===== config.mk =====
export PLATFORM = sky130hd
export DESIGN_NAME = fetch_decode_stage
export DESIGN_NICKNAME = d
export VERILOG_FILES = /design/src/rtl/fetch_decode_stage.sv
export SDC_FILE = /design/constraint.sdc
export NUM_CORES = 1
export LEC_CHECK = 0
export ABC_AREA = 1
export BUFFER_PORTS_ARGS = -buffer_cell sky130_fd_sc_hd__buf_4
export CELL_PAD_IN_SITES_DETAIL_PLACEMENT = 0
export CELL_PAD_IN_SITES_GLOBAL_PLACEMENT = 1
export CORE_ASPECT_RATIO = 1.4
export CORE_UTILIZATION = 31
export CTS_BUF_LIST = sky130_fd_sc_hd__clkbuf_4 sky130_fd_sc_hd__clkbuf_8
export CTS_CLUSTER_SIZE = 10
export DETAILED_ROUTE_END_ITERATION = 10
export GPL_TIMING_DRIVEN = 0
export PLACE_DENSITY_LB_ADDON = 0.1
export SYNTH_ARGS = -nofsm -noshare
export SYNTH_HDL_FRONTEND = slang
export SYNTH_SLANG_ARGS = --single-unit

===== constraint.sdc =====
create_clock -name clk -period 1.6 [get_ports clk]
set_input_delay 0.32 -clock clk [delete_from_list [all_inputs] [get_ports clk]]
set_output_delay 0.32 -clock clk [all_outputs]
set_load 0.02 [all_outputs]

===== src/rtl/fetch_decode_stage.sv =====
`default_nettype none
// ============================================================================
// Module   : fetch_decode_stage
// Brief    : Program counter, next-PC select and IF/ID pipeline register of
//            the pipelined ARM core, with saturating stall/flush counters.
// Revision : 1.0 - initial release
// ============================================================================
module fetch_decode_stage #(
  parameter logic [31:0] RESET_PC  = 32'h0000_0000,
  parameter int          CNT_WIDTH = 16
) (
  input  logic                 clk,
  input  logic                 rst_n,
  input  logic                 StallF,
  input  logic                 StallD,
  input  logic                 FlushD,
  input  logic                 BranchTakenE,
  input  logic [31:0]          ALUResultE,
  input  logic                 PCSrcW,
  input  logic [31:0]          ResultW,
  input  logic [31:0]          InstrF,
  input  logic                 CountClr,
  output logic [31:0]          PCF,
  output logic [31:0]          InstrD,
  output logic [31:0]          PCD,
  output logic [31:0]          PCPlus8D,
  output logic                 ValidD,
  output logic [CNT_WIDTH-1:0] StallCount,
  output logic [CNT_WIDTH-1:0] FlushCount
);

  localparam logic [CNT_WIDTH-1:0] C_CNT_MAX = '1;
  localparam logic [CNT_WIDTH-1:0] C_CNT_ONE = {{(CNT_WIDTH-1){1'b0}}, 1'b1};

  logic [31:0]          pc_q;
  logic [31:0]          pc_d;
  logic                 w_redirect;
  logic [31:0]          instr_q;
  logic [31:0]          pcd_q;
  logic                 valid_q;
  logic [CNT_WIDTH-1:0] stall_cnt_q;
  logic [CNT_WIDTH-1:0] stall_cnt_d;
  logic [CNT_WIDTH-1:0] flush_cnt_q;
  logic [CNT_WIDTH-1:0] flush_cnt_d;

  // Next-PC select: an Execute branch beats a Writeback PC write, else PC+4.
  always_comb begin
    w_redirect = BranchTakenE | PCSrcW;
    if (BranchTakenE) begin
      pc_d = ALUResultE;
    end else if (PCSrcW) begin
      pc_d = ResultW;
    end else begin
      pc_d = pc_q + 32'd4;
    end
  end

  // PC register; a redirect loads even while stalled so the target survives.
  always_ff @(posedge clk) begin
    if (!rst_n) begin
      pc_q <= RESET_PC;
    end else if (!StallF || w_redirect) begin
      pc_q <= pc_d;
    end
  end

  // IF/ID register: stall holds (and masks flush), flush inserts a bubble.
  always_ff @(posedge clk) begin
    if (!rst_n) begin
      instr_q <= 32'h0;
      pcd_q   <= 32'h0;
      valid_q <= 1'b0;
    end else if (StallD) begin
      instr_q <= instr_q;
      pcd_q   <= pcd_q;
      valid_q <= valid_q;
    end else if (FlushD) begin
      instr_q <= 32'h0;
      pcd_q   <= 32'h0;
      valid_q <= 1'b0;
    end else begin
      instr_q <= InstrF;
      pcd_q   <= pc_q;
      valid_q <= 1'b1;
    end
  end

  // Counter next-state: clear wins, otherwise saturating increment on event.
  always_comb begin
    stall_cnt_d = stall_cnt_q;
    flush_cnt_d = flush_cnt_q;
    if (CountClr) begin
      stall_cnt_d = '0;
      flush_cnt_d = '0;
    end else begin
      if (StallD && (stall_cnt_q != C_CNT_MAX)) begin
        stall_cnt_d = stall_cnt_q + C_CNT_ONE;
      end
      if (FlushD && !StallD && (flush_cnt_q != C_CNT_MAX)) begin
        flush_cnt_d = flush_cnt_q + C_CNT_ONE;
      end
    end
  end

  // Performance counter registers.
  always_ff @(posedge clk) begin
    if (!rst_n) begin
      stall_cnt_q <= '0;
      flush_cnt_q <= '0;
    end else begin
      stall_cnt_q <= stall_cnt_d;
      flush_cnt_q <= flush_cnt_d;
    end
  end

  assign PCF        = pc_q;
  assign InstrD     = instr_q;
  assign PCD        = pcd_q;
  assign PCPlus8D   = pcd_q + 32'd8;
  assign ValidD     = valid_q;
  assign StallCount = stall_cnt_q;
  assign FlushCount = flush_cnt_q;

endmodule
`default_nettype wire


==> results of run 1 <==
[flip-flops by register name, indices dropped and copies added, names as in the netlist]
name and count:
ValidD 1, FlushCount 16, StallCount 16, InstrD 32, PCD 32, PCF 32
[kinds of logic (layout without fill, tap and decap cells)]
family / after synthesis / after routing / share of synthesized area
AOI/OAI and AO/OA: 195 / 195 / 0.1392
xor gates and xnor gates: 43 / 43 / 0.05236
and+or+nand+nor: 624 / 624 / 0.3731
buffers and inverters: 122 / 485 / 0.06940
adders and majority gates: 4 / 4 / 0.006958
DFF: 129 / 129 / 0.3590
[metal layers]
layer,vias to the layer above,routed length [microns]
met4,0,651
li1,4303,-
met2,219,15110
met1,3836,11150
met3,38,1146
met5,-,0
[cell usage in the layout, fill, tap and decap left out, types with 4 or more instances in the layout]
cell type | synthesis | final
a21oi_1 | 151 | 143
a21oi_2 | 0 | 8
and2_1 | 4 | 4
buf_2 | 12 | 10
buf_4 | 3 | 299
buf_6 | 2 | 37
clkbuf_1 | 31 | 31
clkbuf_8 | 0 | 17
clkinv_2 | 0 | 6
dfxtp_1 | 129 | 67
dfxtp_2 | 0 | 30
dfxtp_4 | 0 | 32
ha_4 | 0 | 4
inv_1 | 68 | 63
inv_2 | 2 | 6
nand2_1 | 360 | 335
nand2_2 | 6 | 20
nand2_4 | 3 | 14
nand3_1 | 54 | 40
nand3_2 | 2 | 12
nand3_4 | 0 | 4
nand4_1 | 16 | 16
nor2_1 | 132 | 107
nor2_2 | 5 | 13
nor2_4 | 9 | 26
nor3_1 | 16 | 7
nor3_2 | 1 | 6
nor3_4 | 2 | 6
o21ai_0 | 33 | 30
o21bai_1 | 4 | 4
xnor2_1 | 13 | 8
xor2_1 | 30 | 19
xor2_2 | 0 | 10
[critical path: cells and delay by family (launching register included)]
family	cells	cell delay, ns
buffers and inverters	5	0.60
flip-flops	1	0.39
AND/OR/NAND/NOR	3	0.33
XOR/XNOR	1	0.16
adder cells (fa/ha/maj)	1	0.15
[path summary, 6_finish.rpt]
kind                                endpoint  cells after the start
worst min register to register    InstrD[18]                      2
worst max register to register       PCF[28]                     11
worst max-delay path            PCPlus8D[27]                     10
worst min-delay path                  PCF[1]                      3
[power by group through the flow]
| stage | Clock (W) | Sequential (W) | Combinational, W |
|---|---|---|---|
| floorplan | 0 | 0.00368 | 0.000519 |
| global placement | 0 | 0.00359 | 0.00126 |
| detailed placement | 0 | 0.00360 | 0.00126 |
| CTS | 0.00296 | 0.00352 | 0.00131 |
| global route | 0.00309 | 0.00354 | 0.00151 |
| finish | 0.00289 | 0.00351 | 0.00138 |
[cell type report]
class | count | area [sq um]
Fill cell | 2407 | 11200
Multi-Input combinational cell | 866 | 4828
Sequential cell | 129 | 2740
Timing Repair Buffer | 331 | 2630
Tap cell | 301 | 376.6
Inverter | 71 | 271.5
Clock buffer | 19 | 249.0
Buffer | 51 | 249.0
Clock inverter | 13 | 143.9
[through the flow]
step,instance area (sq um),cells,worst slack (ns)
3_3_place_gp,9763,1681,-0.5324
3_5_place_dp,9763,1681,-0.5426
5_1_grt,11490,1781,-0.9057
2_1_floorplan,7412,1117,-0.2763
4_1_cts,10840,1752,-0.8453
6_report,11490,1781,-0.8166
[what timing repair did]
item | in CTS | in global routing
buffers inserted | 39 | 27
resized for setup | 108 | 124
pin swaps | 33 | 37
hold buffers | 0 | 0
endpoints found under the setup margin | 80 | 80
gates cloned | 0 | 2
==> results.yml, run 1 <==
timing:
  timing_max_transition_violations_final: 0
  setup_slack_ns: -0.8166
  setup_viol: 28
  min_period_over_period: 1.510
  holdWs_ns: 0.09265
  timing.slew.headroom: 0.5204
  grt_setup_unrepaired: "true"
  finalCriticalPeriod_ns: 2.417
  peak_clock_frequency_supported_by_timing_mhz: 413.8
  totalNegativeSetupSlack_ns: -17.45
  clock-skew-final_ns: 0.01342
  hold_violations: 0
  least_margin_pin_slew_ns: 0.7195
min_path:
  hp-class: "in2reg"
  timing.hold.worst.start: "ALUResultE[1]"
floorplanning:
  fp.dieW_microns: 130.7
  core_area_sq_um: 22690
  floorplan.initialDensity: 0.3170
  top_level_ports: 265
  fp.dieH_microns: 182.2
  dieArea_sq_um: 23830
  num_rows: 65
power_and_ir_drop:
  share_clk_of_total_power: 0.371
  power.share.combinational: 0.178
  leakagePower_nw: 4.901
  power.switching_fraction: 0.2964
  worst_ir_drop_vdd_uv: 491.1
  post-layout-total-power_w: 0.007790
  netSwitchingPower_w: 0.002309
  power_share_of_the_sequential_group: 0.451
  power_per_cell_area_nw_per_um2: 678.1
  power.internal_w: 0.005481
critical_path:
  crit_path_frequent_cell: "buf_6"
  reg2reg_setup_slack_ns: -0.03
  crit_path_start_kind: "register"
  critical_path_arrival_ns: 2.10
  worst_setup_path_end_kind: "output port"
  r2r_start: "PCF[2]"
  timing.critical_path.required_ns: 1.28
  worstSetupPathType: "reg2out"
  critical_path.slowest_cell: "dfxtp_4"
  critical_path.cell_chain: "ha_4 -> nand2_4 -> buf_4 -> buf_6 -> nor2_4 -> buf_4 -> buf_6 -> nand3_2 -> xor2_2 -> buf_6"
  crit_path_max_incr_delay_ns: 0.39
  critical_path_peak_fanout: 4
  crit_path_start: "PCD[4]"
routing:
  avgViaCountPerCell: 4.714
  drt_pre_antenna_iters: 4
  route.detailed.drc: 0
  vias_after_detailed_routing: 8396
  totalWireLength_microns: 28060
  first_iter_violations: 308
  count_of_antenna_violating_nets_left_after_detailed_routing: 0
  wl_per_cell_microns: 15.75
logic_synthesis:
  synth.cells.most_frequent: "360 x nand2_1, 151 x a21oi_1, 132 x nor2_1"
  post-synth-top-area-cell: "dfxtp_1"
  syn_area_sq_um: 7193
  ffs_latches_synth: 129
  postSynthCellCount: 1117
  biggest_area_contributors_in_the_synthesized_netlist: "dfxtp_1 36%, nand2_1 19%, a21oi_1 11%"
  synth_largest_type_area_fraction: 0.3590
  number_of_synthesized_flops_with_an_enable_pin: 0
  async_reset_ff_frac: 0
  synth-main-ff-cell: "dfxtp_1"
  synthDistinctLibCells: 35
  synth_sequential_area_ratio: 0.3590
  post-synth-top-count-cell: "nand2_1"
  yosysWarnings: 0
  avg_synthesized_cell_area_sq_um: 6.440
  syn-num-nets: 1225
finish:
  layout-drive-gt1-share: 0.3959
  nNetsFinal: 1575
  syn_to_final_growth_pct: 59.71
  n_antenna_cell: 0
  finish.utilization: 0.5063
cts:
  clockBufferDepth: 2
  cts_max_level: 4
  cts_tree: "yes"
  clkLatencyLatePin_ns: 0.47
  ctsRootBufferMaster: "clkbuf_8"
  tritoncts_num_sinks: 129
  cts.clk_slew.worst_paths_ns: 0.09
  cts_buffers: 17
global_route:
  globalRouteMet2Util: 0.4356
  grt_use_met1: 0.2560
  grt_first_pass_wirelength_microns: 42110
  antenna_found_initial: 0
  globalRoute.busiestLayer: "met2"
  first_global_vias: 7957
  gr-usage-all-layers: 0.2334
  globalRoute.totalOverflow: 0
  grtUsageMet3: 0.04280
  grt_max_degree: 17
place:
  post-dp-hpwl_microns: 21400
  place.port_buffers: 263
  gp_routability_congestion: 0.8715
run:
  cap_viol_max_count: 0
status:
  failed_checks: "setup timing"
  outcome: "complete, but fails checks"
Power figures use the tool's default switching activity.
==> inputs of run 2 (changes only) <==
- BUFFER_PORTS_ARGS: -buffer_cell sky130_fd_sc_hd__buf_4 -> default
- CORE_UTILIZATION: 31 -> 40
- DONT_BUFFER_PORTS: default -> 1
==> run 2 against run 1 <==
Compared with the run above: non-clock buffer count is 268 lower; largest cell class unchanged; worst setup slack worse by 0.019 ns; utilization rose by 5.8 points; worst hold slack lost 0.071 ns; critical path depth decreased by 2; combinational power is 39% lower; count of clock-buffer cells in the layout is 2 lower; global-route usage is 3.6 points higher; the run still ends with setup timing left.
==> results.yml, run 2 (same netlist as run 1, synthesis figures left out) <==
power_and_ir_drop:
  netSwitchingPower_w: 0.002327
  power_share_of_the_sequential_group: 0.470
  power.internal_w: 0.005506
  leakagePower_nw: 3.604
  power.share.combinational: 0.108
  worst_ir_drop_vdd_uv: 413.0
  power_per_cell_area_nw_per_um2: 794.4
  share_clk_of_total_power: 0.423
  power.switching_fraction: 0.2971
critical_path:
  worstSetupPathType: "reg2out"
  timing.reg2reg.worst_path_depth: 11
  critical_path_peak_fanout: 5
  reg2reg_setup_slack_ns: -0.06
  r2r_start: "PCF[2]"
  crit_path_start_kind: "register"
  worst_reg2reg_path_endpoint: "PCF[20]"
  crit_path_start: "PCD[3]"
  timing.critical_path.required_ns: 1.28
  worst_setup_path_end_kind: "output port"
  critical_path_arrival_ns: 2.12
global_route:
  grt_first_pass_wirelength_microns: 38380
  first_global_vias: 7209
  grt_max_degree: 17
  gr-usage-all-layers: 0.2691
  antenna_found_initial: 0
  globalRoute.totalOverflow: 0
timing:
  totalNegativeSetupSlack_ns: -17.54
  hold_violations: 0
  peak_clock_frequency_supported_by_timing_mhz: 410.5
  timing_max_transition_violations_final: 0
  min_period_over_period: 1.523
  finalCriticalPeriod_ns: 2.436
  setup_slack_ns: -0.8360
  timing.slew.headroom: 0.5304
  least_margin_pin_slew_ns: 0.7045
  clock-skew-final_ns: 0.01564
  grt_setup_unrepaired: "true"
  setup_viol: 44
cts:
  cts_tree: "yes"
  cts.clk_slew.worst_paths_ns: 0.08
  clockBufferDepth: 2
  cts_max_level: 4
  tritoncts_num_sinks: 129
  clkLatencyLatePin_ns: 0.44
  cts_buffers: 17
  ctsRootBufferMaster: "clkbuf_8"
floorplanning:
  top_level_ports: 265
  fp.dieW_microns: 115.3
  floorplan.initialDensity: 0.4117
  dieArea_sq_um: 18530
  core_area_sq_um: 17470
  num_rows: 57
  fp.dieH_microns: 160.7
run:
  cap_viol_max_count: 0
min_path:
  whs_endpoint: "InstrD[17]"
  timing.hold.worst.start: "InstrF[17]"
  hp-class: "in2reg"
  whs_path_depth: 2
finish:
  multi_input_comb_area_sq_um: 5125
  nNetsFinal: 1307
  non_filler_cells_final: 1448
  n_antenna_cell: 0
  layout_commonest_cell: "nand2_1"
  fill_cells: 1761
  layout.area.seq_sq_um: 2826
  layout-drive-gt1-share: 0.2756
  syn_to_final_growth_pct: 37.08
  layout_common_cells: "326 x nand2_1, 134 x a21oi_1, 106 x nor2_1"
place:
  post-dp-hpwl_microns: 18870
  place_ws_ns: -0.6145
  gp_routability_congestion: 0.8757
  place.port_buffers: 0
  numPlacedInstances: 1353
status:
  failed_checks: "setup timing"
  outcome: "complete, but fails checks"
routing:
  first_iter_violations: 376
  totalWireLength_microns: 25530
  drt_pre_antenna_iters: 7
  route.detailed.drc: 0
  vias_after_detailed_routing: 7593
  wl_met3_microns: 1828
  avgViaCountPerCell: 5.244
  wl_per_cell_microns: 17.63
  route.layer.met1.wl_microns: 9546
  count_of_antenna_violating_nets_left_after_detailed_routing: 0
  met2_wirelength_microns: 13180
  maxUsedRoutingLayer: "met4"
==> run 2: cell count changes in the layout (fill, tap and decap cells not counted), moves of 6 or more <==
cell / change
buf_4: -276
dlygate4sd3_1: +31
buf_6: -25
dfxtp_1: -23
dfxtp_4: +23
xor2_4: +13
a21oi_1: -9
a21oi_2: +9
nand2_1: -9
nand2_2: +8
xor2_1: -7
inv_6: +6
xor2_2: -6
==> run 2: final cells by class <==
cell class	count	share of cell area
clock buffers	17	0.02373
inverters	71	0.02804
clock inverters	15	0.02309
plain buffers	51	0.02563
multi-input cells	866	0.5197
repair buffers	63	0.06319
flip-flops and latches	129	0.2866
well taps	236	0.02995
==> run 2: worst max-delay path: stages (launching register included) <==
cell	delay [ns]
dfxtp_4	0.42
ha_4	0.17
nand2_4	0.06
nor3_4	0.25
nand3_4	0.14
nor2_4	0.17
nand2_2	0.09
nor2_4	0.13
xor2_4	0.24
==> run 2: how the worst max path moves through the flow <==
stage | endpoint | slack [ns] | cells after the start
2_1_floorplan | PCPlus8D[31] | -0.28 | 8
3_3_place_gp | PCPlus8D[29] | -0.61 | 7
3_5_place_dp | PCPlus8D[29] | -0.61 | 7
4_1_cts | PCPlus8D[31] | -0.86 | 8
5_1_grt | PCPlus8D[24] | -0.94 | 8
6_report | PCPlus8D[31] | -0.84 | 8
==> run 2: per-stage QoR <==
stage	util	hold slack (ns)	power, W	area (sq um)
floorplan	-	0.4509	0.004200	7412
global placement	0.4411	0.4553	0.004442	7707
detailed placement	0.4411	0.4590	0.004447	7707
CTS	0.5213	0.0001744	0.007832	9109
global route	0.5643	0.002559	0.008166	9861
finish	0.5643	0.02193	0.007833	9861
==> run 2: what timing repair did <==
item,4_1_cts,5_1_grt
hold endpoints to repair,30,1
endpoints found under the setup margin,83,79
hold buffers,30,1
cloned,0,4
pin swaps,32,55
gates resized for setup,140,164
setup buffers,14,15
==> run 2: routing by layer <==
metal,up-vias,GRT usage
met4,0,0.1163
met2,243,0.4834
met3,56,0.07396
li1,3790,-
met1,3504,0.2892
met5,-,0
==> run 2: power by group through the flow <==
| stage | Sequential (W) | Clock [W] | Combinational, W |
|---|---|---|---|
| global placement | 0.00377 | 0 | 0.000675 |
| finish | 0.00368 | 0.00331 | 0.000843 |
| CTS | 0.00369 | 0.00338 | 0.000763 |
| detailed placement | 0.00377 | 0 | 0.000679 |
| global route | 0.00371 | 0.00352 | 0.000938 |
| floorplan | 0.00368 | 0 | 0.000519 |
